File: src/rtl/can_bit_timing.sv
// can_bit_timing: CAN bit timing unit (prescaler, SYNC/TSEG1/TSEG2 sequencing, hard sync, resync).
// Define CAN_TRIPLE_SAMPLE_EN for majority-of-three sampling at the sample point.
module can_bit_timing #(
    parameter int BRP_W   = 6,
    parameter int TSEG1_W = 4,
    parameter int TSEG2_W = 3,
    parameter int SJW_W   = 2
) (
    input  logic               clk,
    input  logic               rst_n,
    input  logic               en,
    input  logic [BRP_W-1:0]   brp,
    input  logic [TSEG1_W-1:0] tseg1,
    input  logic [TSEG2_W-1:0] tseg2,
    input  logic [SJW_W-1:0]   sjw,
    input  logic               hard_sync_en,
    input  logic               rx,
    output logic               tq_tick,
    output logic               bit_start,
    output logic               sample_tick,
    output logic               sampled_bit,
    output logic [1:0]         seg
);

    localparam int MW = (TSEG1_W > TSEG2_W) ? TSEG1_W : TSEG2_W;
    localparam int CW = ((MW > SJW_W) ? MW : SJW_W) + 1;

    typedef enum logic [1:0] {SYNC = 2'd0, TSEG1 = 2'd1, TSEG2 = 2'd2} seg_t;

    seg_t               seg_q, seg_n;
    logic [BRP_W-1:0]   presc_q, presc_n, brp_l, brp_e;
    logic [TSEG1_W-1:0] t1_l, t1_r;
    logic [TSEG2_W-1:0] t2_l, t2_r;
    logic [SJW_W-1:0]   sjw_l, sjw_r;
    logic [CW-1:0]      cnt_q, cnt_n, ext_q, ext_n, ext_d, len2_q, len2_n, len2_d;
    logic [CW-1:0]      t1e, t2e, sjwe, sjw_eff, t2m, len1;
    logic               run_q, run_n, started_q, started_n, synced_q, synced_n;
    logic               rx_q, sampled_q, sampled_n, samp_val;
    logic               active, edge_det, hs, tick, rs, bs, st;

`ifdef CAN_TRIPLE_SAMPLE_EN
    logic [1:0] hist_q;
    assign samp_val = (hist_q[1] & hist_q[0]) | (hist_q[1] & rx) | (hist_q[0] & rx);
    always_ff @(posedge clk or negedge rst_n) begin
        if (!rst_n)
            hist_q <= 2'b11;
        else if (tick)
            hist_q <= {hist_q[0], rx};
    end
`else
    assign samp_val = rx;
`endif

    // Live inputs govern until the first bit_start (or hard sync) latches a bit's config
    always_comb begin
        brp_e    = run_q ? brp_l : brp;
        t1_r     = run_q ? t1_l : tseg1;
        t2_r     = run_q ? t2_l : tseg2;
        sjw_r    = run_q ? sjw_l : sjw;
        t1e      = (t1_r == '0) ? CW'(1) : CW'(t1_r);
        t2e      = (t2_r == '0) ? CW'(1) : CW'(t2_r);
        sjwe     = (sjw_r == '0) ? CW'(1) : CW'(sjw_r);
        sjw_eff  = (sjwe < t2e) ? sjwe : t2e;
        t2m      = t2e - sjw_eff;
        active   = rst_n & en;
        edge_det = active & ~rx & rx_q;
        hs       = edge_det & hard_sync_en;
        tick     = active & (presc_q == brp_e) & ~hs;
        rs       = edge_det & ~hard_sync_en & started_q & ~synced_q;
        // Phase corrections apply in the edge cycle itself so a coincident tick sees them
        ext_n    = (rs && seg_q == TSEG1) ? ((cnt_q < sjw_eff) ? cnt_q : sjw_eff) : ext_q;
        len1     = t1e + ext_n;
        len2_n   = (rs && seg_q == TSEG2) ? ((t2m > cnt_q) ? t2m : cnt_q) : len2_q;
        bs       = tick & (~started_q | (seg_q == TSEG2 && cnt_q >= len2_n));
        st       = tick & (seg_q == TSEG1) & (cnt_q >= len1);
    end

    always_comb begin
        seg_n     = seg_q;
        cnt_n     = cnt_q;
        ext_d     = ext_n;
        len2_d    = len2_n;
        presc_n   = presc_q + 1'b1;
        started_n = started_q;
        synced_n  = synced_q | (edge_det & started_q);
        run_n     = run_q | bs | hs;
        sampled_n = st ? samp_val : sampled_q;
        if (!en) begin
            presc_n   = '0;
            seg_n     = SYNC;
            cnt_n     = '0;
            ext_d     = '0;
            len2_d    = '0;
            started_n = 1'b0;
            synced_n  = 1'b0;
            run_n     = 1'b0;
        end else if (hs) begin
            presc_n   = '0;
            seg_n     = TSEG1;
            cnt_n     = CW'(1);
            ext_d     = '0;
            started_n = 1'b1;
            synced_n  = 1'b1;
        end else if (tick) begin
            presc_n = '0;
            if (bs) begin
                seg_n     = SYNC;
                cnt_n     = '0;
                ext_d     = '0;
                started_n = 1'b1;
                synced_n  = 1'b0;
            end else if (seg_q == SYNC) begin
                seg_n = TSEG1;
                cnt_n = CW'(1);
            end else if (st) begin
                seg_n  = TSEG2;
                cnt_n  = CW'(1);
                len2_d = t2e;
            end else begin
                cnt_n = cnt_q + 1'b1;
            end
        end
    end

    always_ff @(posedge clk or negedge rst_n) begin
        if (!rst_n) begin
            seg_q     <= SYNC;
            presc_q   <= '0;
            cnt_q     <= '0;
            ext_q     <= '0;
            len2_q    <= '0;
            run_q     <= 1'b0;
            started_q <= 1'b0;
            synced_q  <= 1'b0;
            rx_q      <= 1'b1;
            sampled_q <= 1'b1;
            brp_l     <= '0;
            t1_l      <= '0;
            t2_l      <= '0;
            sjw_l     <= '0;
        end else begin
            seg_q     <= seg_n;
            presc_q   <= presc_n;
            cnt_q     <= cnt_n;
            ext_q     <= ext_d;
            len2_q    <= len2_d;
            run_q     <= run_n;
            started_q <= started_n;
            synced_q  <= synced_n;
            rx_q      <= rx;
            sampled_q <= sampled_n;
            if (bs | hs) begin
                brp_l <= brp;
                t1_l  <= tseg1;
                t2_l  <= tseg2;
                sjw_l <= sjw;
            end
        end
    end

    assign tq_tick     = tick;
    assign bit_start   = bs;
    assign sample_tick = st;
    assign sampled_bit = sampled_q;
    assign seg         = seg_q;

endmodule

File: config.mk
export PLATFORM = sky130hd
export DESIGN_NAME = can_bit_timing
export DESIGN_NICKNAME = d
export VERILOG_FILES = /design/src/rtl/can_bit_timing.sv
export SDC_FILE = /design/constraint.sdc
export NUM_CORES = 1
export LEC_CHECK = 0
export BUFFER_PORTS_ARGS = -buffer_cell sky130_fd_sc_hd__buf_4
export CAP_MARGIN = 20
export CELL_PAD_IN_SITES_DETAIL_PLACEMENT = 1
export CELL_PAD_IN_SITES_GLOBAL_PLACEMENT = 2
export CORE_MARGIN = 2
export CORE_UTILIZATION = 39
export CTS_CLUSTER_SIZE = 10
export DETAILED_ROUTE_END_ITERATION = 8
export GPL_TIMING_DRIVEN = 0
export PLACE_DENSITY_LB_ADDON = 0.15
export SYNTH_ARGS = -nofsm -noshare
export SYNTH_HDL_FRONTEND = slang
export SYNTH_SLANG_ARGS = --single-unit
File: constraint.sdc
create_clock -name clk -period 9.2 [get_ports clk]
set_clock_uncertainty 0.1 [all_clocks]
set_input_delay 1.84 -clock clk [delete_from_list [all_inputs] [get_ports clk]]
set_output_delay 1.84 -clock clk [all_outputs]
set_load 0.1 [all_outputs]
After elaboration in Yosys (flattened, before gate mapping)
Index checks and enable logic that the tools add are counted.
W data, S select, Z words.
{"block": "word_totals", "register_bits": 43, "latch_bits": 0, "mem_bits_rw": 0, "mem_bits_ro": 0, "output_inout_bits": 6, "wordCells": 107, "mem_count": 0}
{"block": "classes", "n_addsub": 4, "multipliers": 0, "n_div": 0, "order_cmp": 5, "n_eq_ne": 6, "shifts": 0, "mux": 46, "n_bitwise": 23, "n_reduce_logical": 9}
{"operator": "$mux W5", "count": 20}
{"operator": "$mux W6", "count": 4}
{"operator": "$mux W2", "count": 8}
{"operator": "$and A1 B1 Y1", "count": 13}
{"operator": "$ge A5 B5 Y1", "count": 2}
{"operator": "$mux W1", "count": 9}
{"operator": "$mux W3", "count": 3}
{"operator": "$mux W4", "count": 2}
{"operator": "$add A6 B1 Y6 const B", "count": 1}
{"operator": "$eq A6 B6 Y1", "count": 1}
{"operator": "$ne A3 B1 Y1 const B", "count": 2}
{"operator": "$add A4 B5 Y5", "count": 1}
{"operator": "$add A5 B1 Y5 const B", "count": 1}
{"operator": "$gt A5 B5 Y1", "count": 1}
{"operator": "$lt A5 B3 Y1", "count": 1}
{"operator": "$ne A5 B1 Y1 const B", "count": 1}
{"operator": "$not A1 Y1", "count": 5}
{"operator": "$or A1 B1 Y1", "count": 5}
{"operator": "$logic_not A2 Y1", "count": 2}
{"operator": "$logic_not A4 Y1", "count": 1}
{"operator": "$reduce_and A2 Y1", "count": 2}
{"operator": "$sub A3 B3 Y4", "count": 1}
{"operator": "$logic_and A1 B1 Y1", "count": 3}
{"operator": "$logic_not A3 Y1", "count": 1}
{"operator": "3 further kinds", "count": 3}

Logic depth before layout (Yosys ltp)
Gate-level depths: netlist of the first run.
{"block": "depth", "ltp_word": 17, "depth_mapped": 25, "ltp_nobuf": 23}

Least setup slack after synthesis of the first run
No wires, ideal clock.
{"block": "synth_timing", "path_kind": "in2out", "from": "input tseg2[1]", "to": "output sample_tick", "t_arrival_ns": 7.260, "setup_slack_ns": 0.000, "cell_stages": 20, "cell_sequence": "mux2i_1 > ha_1 > nor2_1 > nor2_1 > o22ai_1 > ha_1 > o21ai_0 > a21oi_1 > o31ai_1 > ha_1 > inv_1 > fa_1 > inv_1 > a21o_1 > a21oi_1 > xnor2_1 > ha_1 > nand2_1 > o21a_1 > nor3_1"}
{"block": "synth_via", "elab_chain_cells": 11}
{"element": "start, declared", "line_no": "14", "rtl": "input logic [TSEG2_W-1:0] tseg2,"}
{"element": "$mux W3 *", "line_no": "58", "rtl": "t2_r = run_q ? t2_l : tseg2;"}
{"element": "$logic_not A3 Y1", "line_no": "61", "rtl": "t2e = (t2_r == '0) ? CW'(1) : CW'(t2_r);"}
{"element": "$mux W3 *", "line_no": "61"}
{"element": "$lt A2 B3 Y1", "line_no": "63", "rtl": "sjw_eff = (sjwe < t2e) ? sjwe : t2e;"}
{"element": "$mux W3 *", "line_no": "63"}
{"element": "$lt A5 B3 Y1", "line_no": "71", "rtl": "ext_n = (rs && seg_q == TSEG1) ? ((cnt_q < sjw_eff) ? cnt_q : sjw_eff) : ext_q;"}
{"element": "$mux W5 * (2 in a row)", "line_no": "71"}
{"element": "$add A4 B5 Y5 *", "line_no": "72", "rtl": "len1 = t1e + ext_n;"}
{"element": "$ge A5 B5 Y1 *", "line_no": "75", "rtl": "st = tick & (seg_q == TSEG1) & (cnt_q >= len1);"}
{"element": "$and A1 B1 Y1 *", "line_no": "75"}
{"element": "end, declared", "line_no": "20", "rtl": "output logic sample_tick,"}
Mark *: on every way between the ends. The rest lies on a longest branch, timed or not.

Final worst setup path of the first run
{"block": "layout_timing", "from": "input tseg2[1]", "to": "output bit_start"}
{"block": "layout_via", "elab_chain_cells": 13}
{"element": "$mux W3 *", "line_no": "58"}
{"element": "$logic_not A3 Y1", "line_no": "61"}
{"element": "$mux W3 *", "line_no": "61"}
{"element": "$lt A2 B3 Y1", "line_no": "63"}
{"element": "$mux W3", "line_no": "63"}
{"element": "$sub A3 B3 Y4 *", "line_no": "64", "rtl": "t2m = t2e - sjw_eff;"}
{"element": "$gt A5 B5 Y1", "line_no": "73", "rtl": "len2_n = (rs && seg_q == TSEG2) ? ((t2m > cnt_q) ? t2m : cnt_q) : len2_q;"}
{"element": "$mux W5 * (2 in a row)", "line_no": "73"}
{"element": "$ge A5 B5 Y1 *", "line_no": "74", "rtl": "bs = tick & (~started_q | (seg_q == TSEG2 && cnt_q >= len2_n));"}
{"element": "$logic_and A1 B1 Y1 *", "line_no": "74"}
{"element": "$or A1 B1 Y1 *", "line_no": "74"}
{"element": "$and A1 B1 Y1 *", "line_no": "74"}
{"element": "end, declared", "line_no": "19", "rtl": "output logic bit_start,"}
Marked as above.

==> insert_results.sql, run 1 <==
INSERT INTO impl_metrics (metric_group, metric, value, unit) VALUES
('global_routing', 'first_pass_grt_wire_length', '13000', 'um'),
('cts', 'cts-resized-gates', '0', ''),
('sta', 'tightest_slew', '0.913', 'ns'),
('sta', 'grt_setup_unrepaired', 'false', ''),
('synthesis', 'ys.warnings.count', '0', ''),
('placed_design', 'gp_congestion', '0.751', ''),
('synthesis', 'synth_top_area_cells', 'sky130_fd_sc_hd__dfrtp_1, sky130_fd_sc_hd__ha_1, sky130_fd_sc_hd__mux2_2', ''),
('placed_design', 'place_area', '3350', 'um2'),
('power_and_ir_drop', 'peakVddDrop', '71.6', 'uV'),
('synthesis', 'synth_async_sr_flop_share', '100', '%'),
('synthesis', 'synth_area', '3040', 'um2'),
('drt', 'routed_wl', '7610', 'um'),
('worst_setup_path', 'start_kind', 'input port', ''),
('worst_setup_path', 'critical_path.endpoint_type', 'output pin', ''),
('worst_setup_path', 'logic_depth_of_the_worst_register_to_register_path', '23', ''),
('drt', 'drtPass1Iterations', '4', ''),
('cells_and_area', 'antenna_cells', '0', ''),
('drt', 'routed-via-count', '2338', ''),
('cts', 'clkTransAtPathRegs', '0.10', 'ns'),
('worst_setup_path', 'critical_path_class', 'in2out', ''),
('cts', 'root_buffer', 'sky130_fd_sc_hd__clkbuf_8', ''),
('global_routing', 'pin_count_of_the_biggest_net_entering_global_routing', '48', ''),
('min_path', 'worstHoldPathType', 'reg2reg', ''),
('global_routing', 'grt_overflow', '0', ''),
('sta', 'post_layout_minimum_cycle_time', '8.85', 'ns'),
('global_routing', 'number_of_global_route_vias_before_repair', '2511', ''),
('synthesis', 'postSynth.topFlopCell', 'sky130_fd_sc_hd__dfrtp_1', ''),
('cts', 'htreeDepth', '2', ''),
('floorplan', 'initial_utilization', '39.8', '%'),
('min_path', 'worst_hold_path.num_cells', '1', ''),
('power_and_ir_drop', 'total_leakage_power', '0.00156', 'uW'),
('synthesis', 'yosysTopAreaCell', 'sky130_fd_sc_hd__dfrtp_1', ''),
('worst_setup_path', 'cp_data_arrival_time', '6.91', 'ns'),
('floorplan', 'dieArea', '8520', 'um2'),
('cts', 'clkLatencyLatePin', '0.31', 'ns'),
('worst_setup_path', 'worst_path_required_time', '7.26', 'ns'),
('sta', 'fmax', '113', 'MHz'),
('sta', 'timing.final.crit_share', '96.2', '%'),
('flow_run', 'cap_viol_max_count', '0', ''),
('synthesis', 'synth_fp_nets', '349', ''),
('cells_and_area', 'area_delta_synth_final', '14.3', '%'),
('floorplan', 'die-width', '92.3', 'um'),
('cts', 'cts.path.max_buffers', '2', ''),
('synthesis', 'post_synth_num_cell_types', '56', ''),
('power_and_ir_drop', 'power_density', '143', 'nW/um2'),
('drt', 'routed_via_density', '5.37', ''),
('worst_setup_path', 'worst_path_maximum_fanout', '5', ''),
('drt', 'post_route_drc_violation_count', '0', ''),
('synthesis', 'synth.top_cell.area_share', '33.7', '%'),
('sta', 'setup_total_negative_slack', '0', 'ns'),
('drt', 'average_routed_wire_per_standard_cell', '17.5', 'um'),
('synthesis', 'post_synth.cell_area_avg', '10.1', 'um2'),
('cells_and_area', 'final_layout_size_suffix_gt1_share', '21.9', '%'),
('cts', 'cts_tree', 'done', ''),
('global_routing', 'global_route.usage.total', '19.4', '%'),
('synthesis', 'synth_enable_flop_cells', '0', ''),
('synthesis', 'synth_sequential_area_ratio', '35.5', '%'),
('floorplan', 'area_of_the_placeable_core', '7650', 'um2'),
('drt', 'antenna_violating_nets_post_route', '0', ''),
('cts', 'cts-hold-fix-buffers', '0', ''),
('synthesis', 'synthCells', '301', ''),
('sta', 'timing.final.max_slew_violations', '0', ''),
('sta', 'setup_violations', '0', ''),
('global_routing', 'number_of_antenna_violations_at_the_first_check_in_global_routing', '0', ''),
('floorplan', 'rows', '32', ''),
('floorplan', 'boundaryPins', '26', ''),
('synthesis', 'ys_seq_elements', '43', ''),
('cts', 'clock_sink_count', '43', ''),
('cells_and_area', 'postLayoutCellArea', '3480', 'um2'),
('cts', 'cts_post_setup_buffers_inserted', '0', ''),
('placed_design', 'io_buffers', '24', ''),
('cells_and_area', 'nets', '380', ''),
('drt', 'first_iter_violations', '75', ''),
('sta', 'timing.max_slew.rel_slack', '39.1', '%'),
('outcome', 'status', 'completed', ''),
('cts', 'cts_made_buffers', '5', ''),
('placed_design', 'hpwl', '5840', 'um'),
('sta', 'final-hold-violation-count', '0', ''),
('floorplan', 'fp.dieH', '92.3', 'um');
-- registers in the layout, indices dropped and copies added (netlist names) --
signal,cells
presc_q,6
ext_q,5
run_q,1
t1_l,4
rx_q,1
t2_l,3
started_q,1
len2_q,5
sjw_l,2
brp_l,6
sampled_bit,1
seg,2
cnt_q,5
synced_q,1
-- layer usage --
metal	global-route usage [%]	part of all wire [%]	vias up
met3	2.52	1.7	9
li1	-	-	1155
met4	4.48	1.2	0
met1	26.3	50	1154
met2	33.3	48	20
met5	0	0	-
-- through the flow --
stage / std cells / power, uW / utilization [%] / worst slack (ns) / hold slack (ns)
2_1_floorplan: 301 / 304 / - / 0.391 / 0.370
3_3_place_gp: 427 / 334 / 43.8 / 0.213 / 0.387
3_5_place_dp: 427 / 339 / 43.8 / 0.186 / 0.392
4_1_cts: 435 / 502 / 45.4 / 0.181 / 0.417
5_1_grt: 435 / 524 / 45.5 / 0.0480 / 0.442
6_report: 435 / 496 / 45.5 / 0.346 / 0.416
-- power by group --
part	total (uW)	internal [uW]	switching [uW]
Clock	161	82.5	79.0
Sequential	224	210	13.7
Combinational	111	56.4	54.2
-- path summary, 6_finish.rpt --
check / startpoint / to / slack (ns)
worst max-delay path: tseg2[1] / bit_start / 0.35
worst min-delay path: t1_l[3]$_DFFE_PN0P_ / t1_l[3]$_DFFE_PN0P_ / 0.42
worst max register to register: run_q$_DFF_PN0_ / len2_q[2]$_DFF_PN0_ / 2.39
worst min register to register: t1_l[3]$_DFFE_PN0P_ / t1_l[3]$_DFFE_PN0P_ / 0.42
max in group asynchronous: rst_n / len2_q[3]$_DFF_PN0_ / 7.14
min in group asynchronous: rst_n / brp_l[4]$_DFFE_PN0P_ / 1.43
-- critical path, stage by stage --
cell,delay (ns)
sky130_fd_sc_hd__buf_4,0.12
sky130_fd_sc_hd__mux2i_1,0.36
sky130_fd_sc_hd__ha_1,0.32
sky130_fd_sc_hd__nor2_1,0.19
sky130_fd_sc_hd__nor2_1,0.08
sky130_fd_sc_hd__o22ai_2,0.29
sky130_fd_sc_hd__ha_1,0.30
sky130_fd_sc_hd__nor2b_1,0.13
sky130_fd_sc_hd__nor3_1,0.39
sky130_fd_sc_hd__ha_1,0.34
sky130_fd_sc_hd__and4_1,0.18
sky130_fd_sc_hd__a21oi_1,0.14
sky130_fd_sc_hd__o31a_1,0.31
sky130_fd_sc_hd__mux2_2,0.37
sky130_fd_sc_hd__mux2i_1,0.22
sky130_fd_sc_hd__ha_1,0.23
sky130_fd_sc_hd__a2111oi_2,0.07
sky130_fd_sc_hd__o311a_1,0.36
sky130_fd_sc_hd__nor2_1,0.31
sky130_fd_sc_hd__buf_4,0.36
-- cell type report --
cell class	count	area [um2]
clock buffer	5	68.8
multi-input combinational	234	1860
timing repair buffer	24	180
clock inverter	3	47.5
fill	894	4170
tap	102	128
sequential	43	1080
inverter	18	72.6
buffer	6	38.8
-- logic make-up (layout without fill, tap and decap cells) --
family	after synthesis	after routing	share of synthesized area, %
flip-flops	43	43	35.5
AND/OR/NAND/NOR	88	88	15.0
adder cells (fa/ha/maj)	28	28	12.0
XOR/XNOR	14	14	4.03
other	1	1	0.123
multiplexers	37	37	14.1
AO/OA/AOI/OAI	66	66	15.6
buffers and inverters	24	56	3.66
-- synthesized netlist by cell type, types with 2 or more instances --
library cell,n
sky130_fd_sc_hd__dfrtp_1,41
sky130_fd_sc_hd__ha_1,26
sky130_fd_sc_hd__nand2_1,20
sky130_fd_sc_hd__nor2_1,20
sky130_fd_sc_hd__inv_1,17
sky130_fd_sc_hd__mux2_2,15
sky130_fd_sc_hd__a21oi_1,14
sky130_fd_sc_hd__mux2i_1,14
sky130_fd_sc_hd__nor3_1,10
sky130_fd_sc_hd__xnor2_1,10
sky130_fd_sc_hd__mux2_4,8
sky130_fd_sc_hd__nand2b_1,8
sky130_fd_sc_hd__o21ai_0,8
sky130_fd_sc_hd__a31oi_1,7
sky130_fd_sc_hd__a21o_1,5
sky130_fd_sc_hd__and2_1,5
sky130_fd_sc_hd__nand3_1,4
sky130_fd_sc_hd__o211ai_1,4
sky130_fd_sc_hd__o21a_1,4
sky130_fd_sc_hd__o22ai_1,4
sky130_fd_sc_hd__xor2_1,4
sky130_fd_sc_hd__clkbuf_1,3
sky130_fd_sc_hd__nor2b_1,3
sky130_fd_sc_hd__o31ai_1,3
sky130_fd_sc_hd__a22o_1,2
sky130_fd_sc_hd__and4_1,2
sky130_fd_sc_hd__buf_6,2
sky130_fd_sc_hd__dfstp_2,2
sky130_fd_sc_hd__fa_1,2
sky130_fd_sc_hd__nand3b_1,2
sky130_fd_sc_hd__nand4_1,2
sky130_fd_sc_hd__nor4_1,2
sky130_fd_sc_hd__o21ai_1,2
sky130_fd_sc_hd__o31a_1,2
sky130_fd_sc_hd__or3_1,2
sky130_fd_sc_hd__or3b_2,2
-- layout by cell type, fill, tap and decap left out, types with 4 or more instances in the layout --
cell,netlist,routed
sky130_fd_sc_hd__dfrtp_1,41,41
sky130_fd_sc_hd__ha_1,26,26
sky130_fd_sc_hd__buf_4,0,24
sky130_fd_sc_hd__nor2_1,20,20
sky130_fd_sc_hd__nand2_1,20,20
sky130_fd_sc_hd__inv_1,17,17
sky130_fd_sc_hd__mux2_2,15,15
sky130_fd_sc_hd__mux2i_1,14,14
sky130_fd_sc_hd__a21oi_1,14,14
sky130_fd_sc_hd__xnor2_1,10,10
sky130_fd_sc_hd__nor3_1,10,9
sky130_fd_sc_hd__nand2b_1,8,8
sky130_fd_sc_hd__o21ai_0,8,8
sky130_fd_sc_hd__mux2_4,8,8
sky130_fd_sc_hd__a31oi_1,7,7
sky130_fd_sc_hd__and2_1,5,5
sky130_fd_sc_hd__a21o_1,5,5
sky130_fd_sc_hd__clkbuf_8,0,5
sky130_fd_sc_hd__o211ai_1,4,4
sky130_fd_sc_hd__o21a_1,4,4
sky130_fd_sc_hd__nand3_1,4,4
sky130_fd_sc_hd__xor2_1,4,4
Note: power is estimated with default switching activity, not from simulation.
==> run 2: changes to the inputs <==
Settings changed: CORE_UTILIZATION 39 to 35.
Clock period 9.2 ns to 7.9 ns, I/O delays scaled along.
==> run 2 against run 1 <==
  * Clock power down 11%
  * First-iteration DRC count down 11%
  * Largest power group unchanged
  * Core utilization down 3.1 points
  * Global-route usage down 1.9 points
  * Sequential share of layout area down 1.3 points
  * Largest cell class unchanged
  * Register-to-register slack worse by 0.77 ns
  * Sequential power up 17%
==> insert_results.sql, run 2 (same netlist as run 1, synthesis figures left out) <==
INSERT INTO impl_metrics (metric_group, metric, value, unit) VALUES
('sta', 'timing.final.max_slew_violations', '0', ''),
('worst_setup_path', 'regToRegSetupSlack', '1.62', 'ns'),
('floorplan', 'dieArea', '9450', 'um2'),
('worst_setup_path', 'worst_path_required_time', '6.22', 'ns'),
('cts', 'cts_tree', 'done', ''),
('global_routing', 'groute.layer.met1.usage', '23.3', '%'),
('global_routing', 'pin_count_of_the_biggest_net_entering_global_routing', '48', ''),
('power_and_ir_drop', 'p_seq_share', '47.4', '%'),
('global_routing', 'grt-busiest-layer', 'met2', ''),
('global_routing', 'grt_overflow', '0', ''),
('drt', 'average_routed_wire_per_standard_cell', '17.4', 'um'),
('power_and_ir_drop', 'clkPwrFrac', '26.1', '%'),
('power_and_ir_drop', 'power_density', '152', 'nW/um2'),
('global_routing', 'grtUsageMet3', '2.45', '%'),
('cells_and_area', 'reg_top3', 'brp_l (6), presc_q (6)', ''),
('cts', 'cts-hold-fix-buffers', '0', ''),
('placed_design', 'gp_congestion', '0.793', ''),
('placed_design', 'hpwl', '5960', 'um'),
('power_and_ir_drop', 'total_leakage_power', '0.00160', 'uW'),
('power_and_ir_drop', 'switching_power', '166', 'uW'),
('floorplan', 'rows', '34', ''),
('outcome', 'status', 'completed', ''),
('worst_setup_path', 'crit-reg2reg-capture', 't1_l[0]$_DFFE_PN0P_', ''),
('min_path', 'worstHoldPathType', 'reg2reg', ''),
('cells_and_area', 'stdcell_count', '450', ''),
('floorplan', 'area_of_the_placeable_core', '8550', 'um2'),
('drt', 'routed_wl', '7840', 'um'),
('sta', 'timing.final.crit_share', '97.3', '%'),
('sta', 'setup_violations', '0', ''),
('placed_design', 'io_buffers', '24', ''),
('drt', 'routed_via_density', '5.36', ''),
('power_and_ir_drop', 'power.share.combinational', '26.5', '%'),
('cells_and_area', 'final_layout_size_suffix_gt1_share', '26.9', '%'),
('drt', 'antenna_violating_nets_post_route', '0', ''),
('sta', 'grt_setup_unrepaired', 'false', ''),
('placed_design', 'place_worst_setup_slack', '-0.628', 'ns'),
('sta', 'timing.max_slew.rel_slack', '41.7', '%'),
('cts', 'clock_sink_count', '43', ''),
('sta', 'tightest_slew', '0.873', 'ns'),
('cts', 'cts.path.max_buffers', '2', ''),
('sta', 'timing.final.ws_setup', '0.217', 'ns'),
('floorplan', 'boundaryPins', '26', ''),
('worst_setup_path', 'worstSetupStartpoint', 'sjw[1]', ''),
('worst_setup_path', 'endpoint', 'bit_start', ''),
('worst_setup_path', 'critical_path.endpoint_type', 'output pin', ''),
('global_routing', 'number_of_antenna_violations_at_the_first_check_in_global_routing', '0', ''),
('worst_setup_path', 'worst_path_maximum_fanout', '4', ''),
('worst_setup_path', 'start_kind', 'input port', ''),
('cts', 'root_buffer', 'sky130_fd_sc_hd__clkbuf_8', ''),
('sta', 'fmax', '130', 'MHz'),
('cts', 'cts_made_buffers', '5', ''),
('floorplan', 'fp.dieH', '97.2', 'um'),
('cells_and_area', 'area_delta_synth_final', '19.2', '%'),
('sta', 'final-hold-violation-count', '0', ''),
('cells_and_area', 'most-common-layout-cells', 'sky130_fd_sc_hd__dfrtp_1, sky130_fd_sc_hd__buf_4, sky130_fd_sc_hd__ha_1, sky130_fd_sc_hd__nand2_1, sky130_fd_sc_hd__nor2_1', ''),
('power_and_ir_drop', 'swShare', '30.1', '%'),
('placed_design', 'place.detailed.instances', '433', ''),
('cts', 'htreeDepth', '2', ''),
('global_routing', 'global_route.usage.total', '17.5', '%'),
('global_routing', 'first_pass_grt_wire_length', '13300', 'um'),
('sta', 'post_layout_minimum_cycle_time', '7.68', 'ns'),
('worst_setup_path', 'logic_depth_of_the_worst_register_to_register_path', '23', ''),
('worst_setup_path', 'cp_data_arrival_time', '6.00', 'ns'),
('global_routing', 'number_of_global_route_vias_before_repair', '2636', ''),
('worst_setup_path', 'critical_path_class', 'in2out', ''),
('cells_and_area', 'mostFrequentLayoutCell', 'sky130_fd_sc_hd__dfrtp_1', ''),
('floorplan', 'die-width', '97.2', 'um'),
('cells_and_area', 'antenna_cells', '0', ''),
('flow_run', 'cap_viol_max_count', '0', ''),
('power_and_ir_drop', 'internal-power', '385', 'uW'),
('power_and_ir_drop', 'peakVddDrop', '97.0', 'uV'),
('worst_setup_path', 'crit-reg2reg-launch', 'run_q$_DFF_PN0_', ''),
('cts', 'clkLatencyLatePin', '0.30', 'ns'),
('cts', 'clkTransAtPathRegs', '0.09', 'ns'),
('floorplan', 'initial_utilization', '35.6', '%'),
('drt', 'first_iter_violations', '67', ''),
('drt', 'routed-via-count', '2412', ''),
('global_routing', 'grtUsageMet2', '29.7', '%'),
('drt', 'post_route_drc_violation_count', '0', ''),
('cells_and_area', 'nets', '389', ''),
('drt', 'drtPass1Iterations', '4', '');
-- run 2: final cells by class --
class	instances	area (um2)
plain buffers	6	38.8
clock buffers	6	72.6
clock inverters	2	12.5
fillers	963	4930
inverters	18	72.6
multi-input cells	234	1950
flip-flops and latches	43	1080
well taps	108	135
repair buffers	33	260
-- run 2: metal layers --
layer | part of all wire [%] | up-vias
met3 | 1.9 | 12
met1 | 48 | 1198
met2 | 48 | 26
met4 | 1.6 | 0
met5 | 0 | -
li1 | - | 1176
-- run 2: how the worst min path moves through the flow --
stage                                    start                   end  slack [ns]  cells after the start
after global routing      sjw_l[0]$_DFFE_PN0P_  sjw_l[0]$_DFFE_PN0P_        0.43                      1
final                     sjw_l[0]$_DFFE_PN0P_  sjw_l[0]$_DFFE_PN0P_        0.41                      1
after global placement    sjw_l[0]$_DFFE_PN0P_  sjw_l[0]$_DFFE_PN0P_        0.38                      1
after floorplan           sjw_l[0]$_DFFE_PN0P_  sjw_l[0]$_DFFE_PN0P_        0.37                      1
after detailed placement  sjw_l[0]$_DFFE_PN0P_  sjw_l[0]$_DFFE_PN0P_        0.39                      1
after CTS                 sjw_l[0]$_DFFE_PN0P_  sjw_l[0]$_DFFE_PN0P_        0.41                      1
-- run 2: metrics by stage --
step / cell area, um2 / power [uW] / util, % / TNS, ns / hold slack, ns
3_3_place_gp: 3360 / 390 / 39.3 / -0.656 / 0.381
6_report: 3620 / 551 / 42.4 / 0 / 0.406
3_5_place_dp: 3360 / 395 / 39.3 / -0.813 / 0.387
2_1_floorplan: 3050 / 355 / - / 0 / 0.370
4_1_cts: 3530 / 549 / 41.3 / 0 / 0.408
5_1_grt: 3620 / 587 / 42.4 / 0 / 0.426
-- run 2: critical path, cell delays in order --
cell	delay (ns)
sky130_fd_sc_hd__buf_4	0.12
sky130_fd_sc_hd__mux2_4	0.29
sky130_fd_sc_hd__ha_4	0.28
sky130_fd_sc_hd__nor2_2	0.04
sky130_fd_sc_hd__a211oi_2	0.25
sky130_fd_sc_hd__o22ai_2	0.11
sky130_fd_sc_hd__ha_2	0.20
sky130_fd_sc_hd__fa_2	0.35
sky130_fd_sc_hd__xnor2_2	0.15
sky130_fd_sc_hd__ha_1	0.30
sky130_fd_sc_hd__and4_1	0.22
sky130_fd_sc_hd__a21oi_2	0.13
sky130_fd_sc_hd__o31a_1	0.23
sky130_fd_sc_hd__buf_4	0.15
sky130_fd_sc_hd__mux2i_1	0.18
sky130_fd_sc_hd__mux2i_1	0.13
sky130_fd_sc_hd__ha_1	0.36
sky130_fd_sc_hd__a2111oi_4	0.39
sky130_fd_sc_hd__o311a_1	0.29
sky130_fd_sc_hd__nor2_4	0.08
sky130_fd_sc_hd__buf_12	0.18
-- run 2: what timing repair did --
item                       4_1_cts  5_1_grt
gates resized for setup          9       10
pin swaps                        2        7
gates cloned                     0        0
buffers inserted                 4        5
setup endpoints to repair        2        2
-- run 2: power by group through the flow --
stage / Combinational [uW] / Clock [uW] / Sequential, uW
after CTS: 141 / 147 / 261
after global routing: 164 / 158 / 265
after floorplan: 93.0 / 0 / 262
after global placement: 126 / 0 / 264
after detailed placement: 130 / 0 / 265
final: 146 / 144 / 261
==> run 3: changes to the inputs <==
Settings changed: BUFFER_PORTS_ARGS -buffer_cell sky130_fd_sc_hd__buf_4 to -buffer_cell sky130_fd_sc_hd__buf_2.
==> run 3 against run 2 <==
  * Sequential share of layout area decreased by 0.33 points
  * Critical path depth unchanged
  * Worst hold slack improved by 0.0081 ns
  * Critical endpoint unchanged
  * Largest cell class unchanged
  * Combinational power increased by 3%
==> insert_results.sql, run 3 (same netlist as run 1, synthesis figures left out) <==
INSERT INTO impl_metrics (metric_group, metric, value, unit) VALUES
('placed_design', 'place_area', '3300', 'um2'),
('worst_setup_path', 'start_kind', 'input port', ''),
('cts', 'cts.path.max_buffers', '2', ''),
('sta', 'timing.max_slew.rel_slack', '40.0', '%'),
('sta', 'final-hold-violation-count', '0', ''),
('cells_and_area', 'final_layout_size_suffix_gt1_share', '28.6', '%'),
('placed_design', 'place.detailed.instances', '433', ''),
('cells_and_area', 'stdcell_count', '454', ''),
('cells_and_area', 'antenna_cells', '0', ''),
('cells_and_area', 'fillers', '985', ''),
('global_routing', 'global_route.usage.total', '17.5', '%'),
('global_routing', 'number_of_global_route_vias_before_repair', '2604', ''),
('power_and_ir_drop', 'peakVddDrop', '112', 'uV'),
('cts', 'clkTransAtPathRegs', '0.09', 'ns'),
('cells_and_area', 'postLayoutCellArea', '3660', 'um2'),
('drt', 'routed_via_density', '5.32', ''),
('global_routing', 'number_of_antenna_violations_at_the_first_check_in_global_routing', '0', ''),
('global_routing', 'grt_overflow', '0', ''),
('placed_design', 'hpwl', '5910', 'um'),
('flow_run', 'cap_viol_max_count', '0', ''),
('cells_and_area', 'reg_top3', 'brp_l (6), presc_q (6)', ''),
('placed_design', 'place_worst_setup_slack', '-0.692', 'ns'),
('global_routing', 'pin_count_of_the_biggest_net_entering_global_routing', '48', ''),
('cells_and_area', 'area_delta_synth_final', '20.5', '%'),
('sta', 'post_layout_minimum_cycle_time', '7.77', 'ns'),
('cts', 'cts_made_buffers', '5', ''),
('placed_design', 'io_buffers', '24', ''),
('cts', 'root_buffer', 'sky130_fd_sc_hd__clkbuf_8', ''),
('sta', 'hold_ws', '0.414', 'ns'),
('cells_and_area', 'most-common-layout-cells', 'sky130_fd_sc_hd__dfrtp_1, sky130_fd_sc_hd__ha_1, sky130_fd_sc_hd__buf_2, sky130_fd_sc_hd__nand2_1, sky130_fd_sc_hd__nor2_1', ''),
('sta', 'timing.final.crit_share', '98.4', '%'),
('drt', 'average_routed_wire_per_standard_cell', '17.4', 'um'),
('floorplan', 'fp.dieH', '97.2', 'um'),
('sta', 'timing.final.max_slew_violations', '0', ''),
('floorplan', 'initial_utilization', '35.6', '%'),
('drt', 'first_iter_violations', '65', ''),
('cells_and_area', 'final_core_util', '42.9', '%'),
('cts', 'htreeDepth', '2', ''),
('drt', 'drtPass1Iterations', '6', ''),
('floorplan', 'boundaryPins', '26', ''),
('power_and_ir_drop', 'total_leakage_power', '0.00163', 'uW'),
('worst_setup_path', 'critical_path_class', 'in2out', ''),
('cts', 'clock_sink_count', '43', ''),
('drt', 'antenna_violating_nets_post_route', '0', ''),
('drt', 'routed_wl', '7900', 'um'),
('sta', 'grt_setup_unrepaired', 'true', ''),
('outcome', 'status', 'completed', ''),
('sta', 'timing.final.ws_setup', '0.128', 'ns'),
('cells_and_area', 'mostFrequentLayoutCell', 'sky130_fd_sc_hd__dfrtp_1', ''),
('drt', 'routed-via-count', '2416', ''),
('cts', 'cts_tree', 'done', ''),
('power_and_ir_drop', 'power_density', '163', 'nW/um2'),
('cells_and_area', 'nets', '393', ''),
('min_path', 'worstHoldPathType', 'reg2reg', ''),
('floorplan', 'area_of_the_placeable_core', '8550', 'um2'),
('global_routing', 'first_pass_grt_wire_length', '13200', 'um'),
('sta', 'tightest_slew', '0.899', 'ns'),
('worst_setup_path', 'worst_path_maximum_fanout', '4', ''),
('floorplan', 'dieArea', '9450', 'um2'),
('floorplan', 'rows', '34', ''),
('cts', 'clkLatencyLatePin', '0.31', 'ns'),
('worst_setup_path', 'worst_path_required_time', '6.22', 'ns'),
('drt', 'post_route_drc_violation_count', '0', ''),
('floorplan', 'die-width', '97.2', 'um'),
('placed_design', 'gp_congestion', '0.772', ''),
('sta', 'fmax', '129', 'MHz'),
('worst_setup_path', 'cp_data_arrival_time', '6.09', 'ns'),
('cts', 'cts-hold-fix-buffers', '0', ''),
('sta', 'setup_violations', '0', ''),
('worst_setup_path', 'critical_path.endpoint_type', 'output pin', '');
==> run 3: cell count changes in the layout (fill, tap and decap cells not counted), sizes merged <==
| cell | previous run | this run |
|---|---|---|
| bufinv | 0 | 1 |
| clkinvlp | 1 | 0 |
| buf | 36 | 39 |
| inv | 17 | 18 |
==> run 3: cell type report <==
type | instances | area (um2) | area share (%)
buffer | 6 | 38.8 | 1.06
clock inverter | 3 | 47.5 | 1.30
multi-input combinational | 234 | 1960 | 53.5
tap | 108 | 135 | 3.69
timing repair buffer | 37 | 262 | 7.14
sequential | 43 | 1080 | 29.4
inverter | 18 | 72.6 | 1.98
clock buffer | 5 | 68.8 | 1.88
==> run 3: metrics by stage <==
step / total power, uW / setup TNS [ns]
after detailed placement: 393 / -0.961
final: 596 / 0
after CTS: 589 / 0
after global placement: 387 / -0.839
after floorplan: 355 / 0
after global routing: 635 / -0.0939
==> run 3: power by group <==
group          leakage [uW]  internal [uW]  total [uW]  switching, uW
Clock             0.0000587           96.0         184           87.7
Sequential         0.000564            245         261           16.8
Combinational       0.00101           80.8         151           70.6
Total               0.00163            421         596            175
==> run 3: critical path: stages <==
cell and delay (ns):
sky130_fd_sc_hd__buf_6 0.10, sky130_fd_sc_hd__mux2_4 0.28, sky130_fd_sc_hd__ha_4 0.27, sky130_fd_sc_hd__nor2_2 0.04, sky130_fd_sc_hd__a211oi_2 0.26, sky130_fd_sc_hd__o22ai_2 0.15
sky130_fd_sc_hd__ha_2 0.21, sky130_fd_sc_hd__fa_2 0.40, sky130_fd_sc_hd__xnor2_2 0.15, sky130_fd_sc_hd__ha_1 0.33, sky130_fd_sc_hd__and4_1 0.17, sky130_fd_sc_hd__a21oi_2 0.11
sky130_fd_sc_hd__o31a_1 0.26, sky130_fd_sc_hd__buf_4 0.16, sky130_fd_sc_hd__mux2i_2 0.20, sky130_fd_sc_hd__mux2i_1 0.13, sky130_fd_sc_hd__ha_1 0.36, sky130_fd_sc_hd__a2111oi_4 0.37
sky130_fd_sc_hd__o311a_1 0.29, sky130_fd_sc_hd__nor2_4 0.08, sky130_fd_sc_hd__buf_12 0.17
==> run 3: repair_timing <==
item,in CTS,in global routing
hold endpoints to repair,0,0
endpoints found under the setup margin,2,2
setup buffers,5,7
pin swaps,3,13
gates resized for setup,11,12
==> run 3: path summary, 6_finish.rpt <==
kind / slack, ns / endpoint / depth (start not counted) / startpoint
worst min-delay path: 0.41 / t1_l[3]$_DFFE_PN0P_ / 1 / t1_l[3]$_DFFE_PN0P_
worst max register to register: 1.40 / t1_l[2]$_DFFE_PN0P_ / 24 / run_q$_DFF_PN0_
worst max-delay path: 0.13 / bit_start / 21 / sjw[1]
worst min register to register: 0.41 / t1_l[3]$_DFFE_PN0P_ / 1 / t1_l[3]$_DFFE_PN0P_
min in group asynchronous: 1.17 / brp_l[4]$_DFFE_PN0P_ / 1 / rst_n
max in group asynchronous: 5.99 / len2_q[4]$_DFF_PN0_ / 2 / rst_n
==> run 3: per-layer routing <==
| layer | up-vias | GRT usage [%] | share of wire (%) |
|---|---|---|---|
| met1 | 1207 | 22.8 | 47 |
| met4 | 0 | 4.23 | 1.2 |
| met3 | 8 | 2.52 | 2.0 |
| met5 | - | 0 | 0 |
| li1 | 1175 | - | - |
| met2 | 26 | 30.6 | 49 |
